**src/rtl/mux16_rr_scheduler.sv**
```systemverilog
// ----------------------------------------------------------------------------
// mux16_rr_scheduler
//   Round-robin owner of one shared 16:1 bit-select mux. One requester at a
//   time gets the mux select; the selected bit comes back registered and
//   tagged with its owner. A tenure lasts while the owner holds req, capped at
//   MAX_HOLD cycles, and every tenure is followed by a one-cycle GAP before
//   the next arbitration in IDLE.
//
//   Ports
//     clk         rising-edge clock
//     reset_n     asynchronous active-low reset
//     req[15:0]   level requests, one per requester
//     mux_bit     output of the shared MUX16_1 (combinational from sel)
//     sel[3:0]    mux select = current / last owner index
//     gnt[15:0]   one-hot grant, zero outside GRANT
//     busy        high in GRANT or GAP
//     data_out    registered mux_bit captured during GRANT
//     data_valid  high the cycle after each GRANT cycle
//     data_owner  owner index that produced data_out
// ----------------------------------------------------------------------------

// Per-lane rotation: lane i looks at physical requester (base + i) mod 16,
// so lane 0 is always the highest-priority candidate for this arbitration.
module mux16_rr_lane #(
    parameter int NUM_REQ = 16,
    parameter int IDX_W   = 4,
    parameter int LANE    = 0
) (
    input  logic [NUM_REQ-1:0] req,
    input  logic [IDX_W-1:0]   base,
    output logic               rot_req,
    output logic [IDX_W-1:0]   phys_idx
);
    // Index arithmetic wraps naturally in IDX_W bits.
    assign phys_idx = base + IDX_W'(LANE);
    assign rot_req  = req[phys_idx];
endmodule

module mux16_rr_scheduler #(
    parameter int MAX_HOLD = 8,
    parameter int HOLD_W   = 4
) (
    input  logic        clk,
    input  logic        reset_n,
    input  logic [15:0] req,
    input  logic        mux_bit,
    output logic [3:0]  sel,
    output logic [15:0] gnt,
    output logic        busy,
    output logic        data_out,
    output logic        data_valid,
    output logic [3:0]  data_owner
);
    localparam int NUM_REQ = 16;
    localparam int IDX_W   = 4;

    localparam logic [HOLD_W-1:0] HOLD_SAT  = {HOLD_W{1'b1}};
    // Value of hold_cnt on the final cycle of a capped tenure.
    localparam logic [HOLD_W-1:0] HOLD_LAST =
        (MAX_HOLD == 0) ? '0 : HOLD_W'(MAX_HOLD - 1);

    typedef enum logic [1:0] {
        ST_IDLE  = 2'd0,
        ST_GRANT = 2'd1,
        ST_GAP   = 2'd2
    } state_e;

    // Registered response towards the requesters.
    typedef struct packed {
        logic             valid;
        logic             data;
        logic [IDX_W-1:0] owner;
    } rsp_t;

    state_e               state_q,    state_d;
    logic [IDX_W-1:0]     sel_q,      sel_d;
    logic [NUM_REQ-1:0]   gnt_q,      gnt_d;
    logic                 busy_q,     busy_d;
    logic [HOLD_W-1:0]    hold_cnt_q, hold_cnt_d;
    logic [IDX_W-1:0]     rr_ptr_q,   rr_ptr_d;
    rsp_t                 rsp_q,      rsp_d;

    // ------------------------------------------------------------------------
    // Arbitration: rotate the request vector so the search starts just after
    // the last winner, then pick the lowest set lane.
    // ------------------------------------------------------------------------
    logic [IDX_W-1:0]                rot_base;
    logic [NUM_REQ-1:0]              rot_req;
    logic [NUM_REQ-1:0][IDX_W-1:0]   lane_idx;
    logic                            win_found;
    logic [IDX_W-1:0]                win_idx;

    assign rot_base = rr_ptr_q + 1'b1;

    for (genvar g = 0; g < NUM_REQ; g++) begin : g_lane
        mux16_rr_lane #(
            .NUM_REQ (NUM_REQ),
            .IDX_W   (IDX_W),
            .LANE    (g)
        ) u_lane (
            .req      (req),
            .base     (rot_base),
            .rot_req  (rot_req[g]),
            .phys_idx (lane_idx[g])
        );
    end

    // Scan from the lowest-priority lane upward so the last hit, i.e. the
    // lowest lane number, is the one that sticks.
    always_comb begin
        win_found = 1'b0;
        win_idx   = rr_ptr_q;
        for (int i = NUM_REQ - 1; i >= 0; i--) begin
            if (rot_req[i]) begin
                win_found = 1'b1;
                win_idx   = lane_idx[i];
            end
        end
    end

    // ------------------------------------------------------------------------
    // Next-state and registered outputs.
    // ------------------------------------------------------------------------
    logic release_now;

    always_comb begin
        state_d    = state_q;
        sel_d      = sel_q;
        gnt_d      = '0;
        hold_cnt_d = hold_cnt_q;
        rr_ptr_d   = rr_ptr_q;
        rsp_d      = rsp_q;
        rsp_d.valid = 1'b0;
        release_now = 1'b0;

        case (state_q)
            ST_IDLE: begin
                if (win_found) begin
                    state_d    = ST_GRANT;
                    sel_d      = win_idx;
                    gnt_d      = NUM_REQ'(1) << win_idx;
                    hold_cnt_d = '0;
                    rr_ptr_d   = win_idx;
                end
            end

            ST_GRANT: begin
                // Every GRANT cycle yields data, including the last one.
                rsp_d.valid = 1'b1;
                rsp_d.data  = mux_bit;
                rsp_d.owner = sel_q;

                if (hold_cnt_q != HOLD_SAT) begin
                    hold_cnt_d = hold_cnt_q + 1'b1;
                end

                // Owner drop and tenure cap fold into one exit; other
                // requesters never preempt.
                release_now = !req[sel_q] ||
                              ((MAX_HOLD != 0) && (hold_cnt_q == HOLD_LAST));

                if (release_now) begin
                    state_d = ST_GAP;
                end else begin
                    gnt_d = gnt_q;
                end
            end

            ST_GAP: begin
                state_d = ST_IDLE;
            end

            default: begin
                state_d = ST_IDLE;
            end
        endcase

        busy_d = (state_d == ST_GRANT) || (state_d == ST_GAP);
    end

    always_ff @(posedge clk or negedge reset_n) begin
        if (!reset_n) begin
            state_q    <= ST_IDLE;
            sel_q      <= '0;
            gnt_q      <= '0;
            busy_q     <= 1'b0;
            hold_cnt_q <= '0;
            rr_ptr_q   <= IDX_W'(NUM_REQ - 1);
            rsp_q      <= '0;
        end else begin
            state_q    <= state_d;
            sel_q      <= sel_d;
            gnt_q      <= gnt_d;
            busy_q     <= busy_d;
            hold_cnt_q <= hold_cnt_d;
            rr_ptr_q   <= rr_ptr_d;
            rsp_q      <= rsp_d;
        end
    end

    assign sel        = sel_q;
    assign gnt        = gnt_q;
    assign busy       = busy_q;
    assign data_out   = rsp_q.data;
    assign data_valid = rsp_q.valid;
    assign data_owner = rsp_q.owner;

endmodule

```
**config.mk**
```make
export PLATFORM = sky130hd
export DESIGN_NAME = mux16_rr_scheduler
export DESIGN_NICKNAME = d
export VERILOG_FILES = /design/src/rtl/mux16_rr_scheduler.sv
export SDC_FILE = /design/constraint.sdc
export NUM_CORES = 1
export LEC_CHECK = 0
export ABC_CLOCK_PERIOD_IN_PS = 16660
export BUFFER_PORTS_ARGS = -buffer_cell sky130_fd_sc_hd__buf_4
export CORE_MARGIN = 2
export CORE_UTILIZATION = 60
export DETAILED_ROUTE_END_ITERATION = 6
export GPL_TIMING_DRIVEN = 1
export PLACE_DENSITY = 0.85
export SLEW_MARGIN = 40
export SYNTH_ARGS = -nofsm -noshare
export SYNTH_HDL_FRONTEND = slang
export SYNTH_HIERARCHICAL = 1
export SYNTH_SLANG_ARGS = --single-unit
```
**constraint.sdc**
```tcl
create_clock -name clk -period 16.66 [get_ports clk]
set_clock_uncertainty 0.15 [all_clocks]
set_input_delay 3.332 -clock clk [delete_from_list [all_inputs] [get_ports clk]]
set_output_delay 3.332 -clock clk [all_outputs]
set_load 0.05 [all_outputs]
```
==> flow_summary.toml <==
[clock_network]
ctsHoldBuffers = 0
cts_inserted_buffers = 5
cts_root_buf = "clkbuf_8"
cts_max_path_buffers = 2
htree_levels = 2
clk-insertion-delay-late_ps = 290
cts_sinks = 37
cts_tree = "done"
post_cts_resize_count = 0
cts_setup_buffers = 0
clk_pin_slew_ps = 70

[place]
numPortBuffers = 45
hpwl_um = 9458
gp_congestion = 0.9200
pre_cts_slack_ps = 9994
dpl_cell_area_sq_um = 5774

[routing]
finalWirelength_um = 14140
vias = 4604
first_pass_iters = 5
wl_per_cell_um = 22.06
drt_iter0_markers = 420
routed_via_density = 7.183
drc_errors = 0
ant_nets = 0

[critical_path]
reg2reg_from = "rr_ptr_q[0]"
rrSetupSlack_ps = 11470
crit_start = "req[8]"
arrival_ps = 6550
critPathRequiredTime_ps = 16700
cp_max_fo = 17
crit_path_top_delay_cell = "a2111oi_1"
endpoint = "gnt[6]"
crit_path_cell_trace = "buf_4 -> mux4_1 -> mux2_2 -> nand2_2 -> o41ai_2 -> nor2b_1 -> a221o_1 -> o221ai_1 -> a2111oi_1 -> a221oi_2 -> clkbuf_2 -> o31ai_1"
crit_path_start_kind = "input pin"
r2r-end = "gnt[14]"
endpoint_kind = "flop"
slowest_delay_ps = 630
rr_worst_depth = 14
crit_type = "input pin to flop"

[final_layout]
mostFrequentLayoutCell = "buf_4"
fin_nets = 565
fill_cells = 624
drive_gt1_frac = 0.2402
diodes = 0
design_area_sq_um = 5953
layout_common_cells = "buf_4, mux4_1, inv_1"
syn_to_final_growth_pct = 9.910

[floorplan]
die_area_sq_um = 9803
start_util = 0.6211
ioPinCount = 46
rows = 34
die_h_um = 99.01
dieWidth_um = 99.01
core_area_sq_um = 8721

[global_routing]
antenna_found_initial = 0
grt_first_pass_wirelength_um = 22940
gr-usage-all-layers = 0.2903
grt_pass1_vias = 4496
grt_max_degree = 69
overflow = 0

[hold_path]
hold_path_class = "flop to flop"
min_from = "state_q[1]"

[logic_synthesis]
async_reset_ff_frac = 1.000
synthCells = 505
syn_nets = 538
netlist_area_sq_um = 5416
synth_top_flop_cell = "dfrtp_1"
ys_types = 66
ys_ff_latch = 37
seq_area_frac_synth = 0.1719
synth-edff-count = 0
syn_avg_cell_area_sq_um = 10.73
ys.warnings.count = 6

[sta]
drv_slew = 0
setup_viol = 0
max_slew_margin = 0.4055
layout_worst_path_cycle_share = 0.3905
worst_pin_slew_ps = 882.1
min_period_ps = 6506
setup_slack_ps = 10150
rsz0062_at_grt = "no"
fmax_ghz = 0.1537
fin_tns_setup_ps = 0
hold_viol_final = 0

[run]
cap_violations = 0

[run_status]
outcome = "finished, final reports clean"
## layout make-up
cell class,instances,area [sq um],share of cell area
Clock inverter,3,65.06,0.01093
Sequential cell,37,930.9,0.1564
Tap cell,108,135.1,0.02270
Clock buffer,5,68.82,0.01156
Inverter,45,170.2,0.02858
Multi-Input combinational cell,392,4199,0.7053
Timing Repair Buffer,51,384.1,0.06452
## sequential cells by signal, summed over array words and instances (netlist names)
signal / count
data_out: 1
rr_ptr_q: 4
sel: 4
gnt: 16
hold_cnt_q: 4
busy: 1
data_owner: 4
data_valid: 1
state_q: 2
## worst min-delay path by stage
| stage | end | cells after the start |
|---|---|---|
| global placement | busy | 1 |
| detailed placement | busy | 1 |
| floorplan | busy | 1 |
| CTS | gnt[10] | 2 |
| global route | gnt[9] | 2 |
| finish | busy | 1 |
## routing by layer
metal / up-vias / share of wire / GRT usage
met3: 34 / 0.087 / 0.02766
met4: 0 / 0.020 / 0.07692
met2: 267 / 0.49 / 0.4922
met5: - / 0 / 0
met1: 2254 / 0.40 / 0.4025
li1: 2049 / - / -
## metrics by stage
stage | utilization | hold WS, ps | instances
after floorplan | - | 287.2 | 505
after global placement | 0.6595 | 305.6 | 632
after detailed placement | 0.6621 | 315.8 | 632
after CTS | 0.6775 | 334.0 | 640
after global routing | 0.6826 | 356.2 | 641
final | 0.6826 | 330.5 | 641
## cell usage after synthesis, types with 12 or more instances
master	instances	area, sq um
nor2b_1	19	118.9
mux2i_1	32	320.3
o31ai_1	14	105.1
dfrtp_1	33	825.8
inv_1	45	168.9
ha_1	14	175.2
o21ai_0	12	60.06
nand2_1	42	157.7
nor3_1	12	60.06
mux4_2	13	292.8
mux4_1	48	1261
mux2_2	17	191.4
nor2_1	30	112.6
buf_4	15	112.6
a21oi_1	19	95.09
## kinds of logic (layout without fill, tap and decap cells)
kind of cell,Yosys count,in the layout,share of synthesized area
and+or+nand+nor,141,141,0.1303
muxes,112,112,0.3862
AOI/OAI and AO/OA,100,100,0.1467
buffers and inverters,76,104,0.06860
DFF,37,37,0.1719
xor gates and xnor gates,25,25,0.06399
adders and majority gates,14,14,0.03234
## worst max-delay path, delay by kind of cell
kind	cells	cell delay (ps)
AO/OA/AOI/OAI	6	1690
buffers and inverters	2	420
multiplexers	2	800
AND/OR/NAND/NOR	2	320
Power is left out: the tool's default activity adds up to more than one toggle a clock period on the data nets, which glitch-free logic cannot reach.
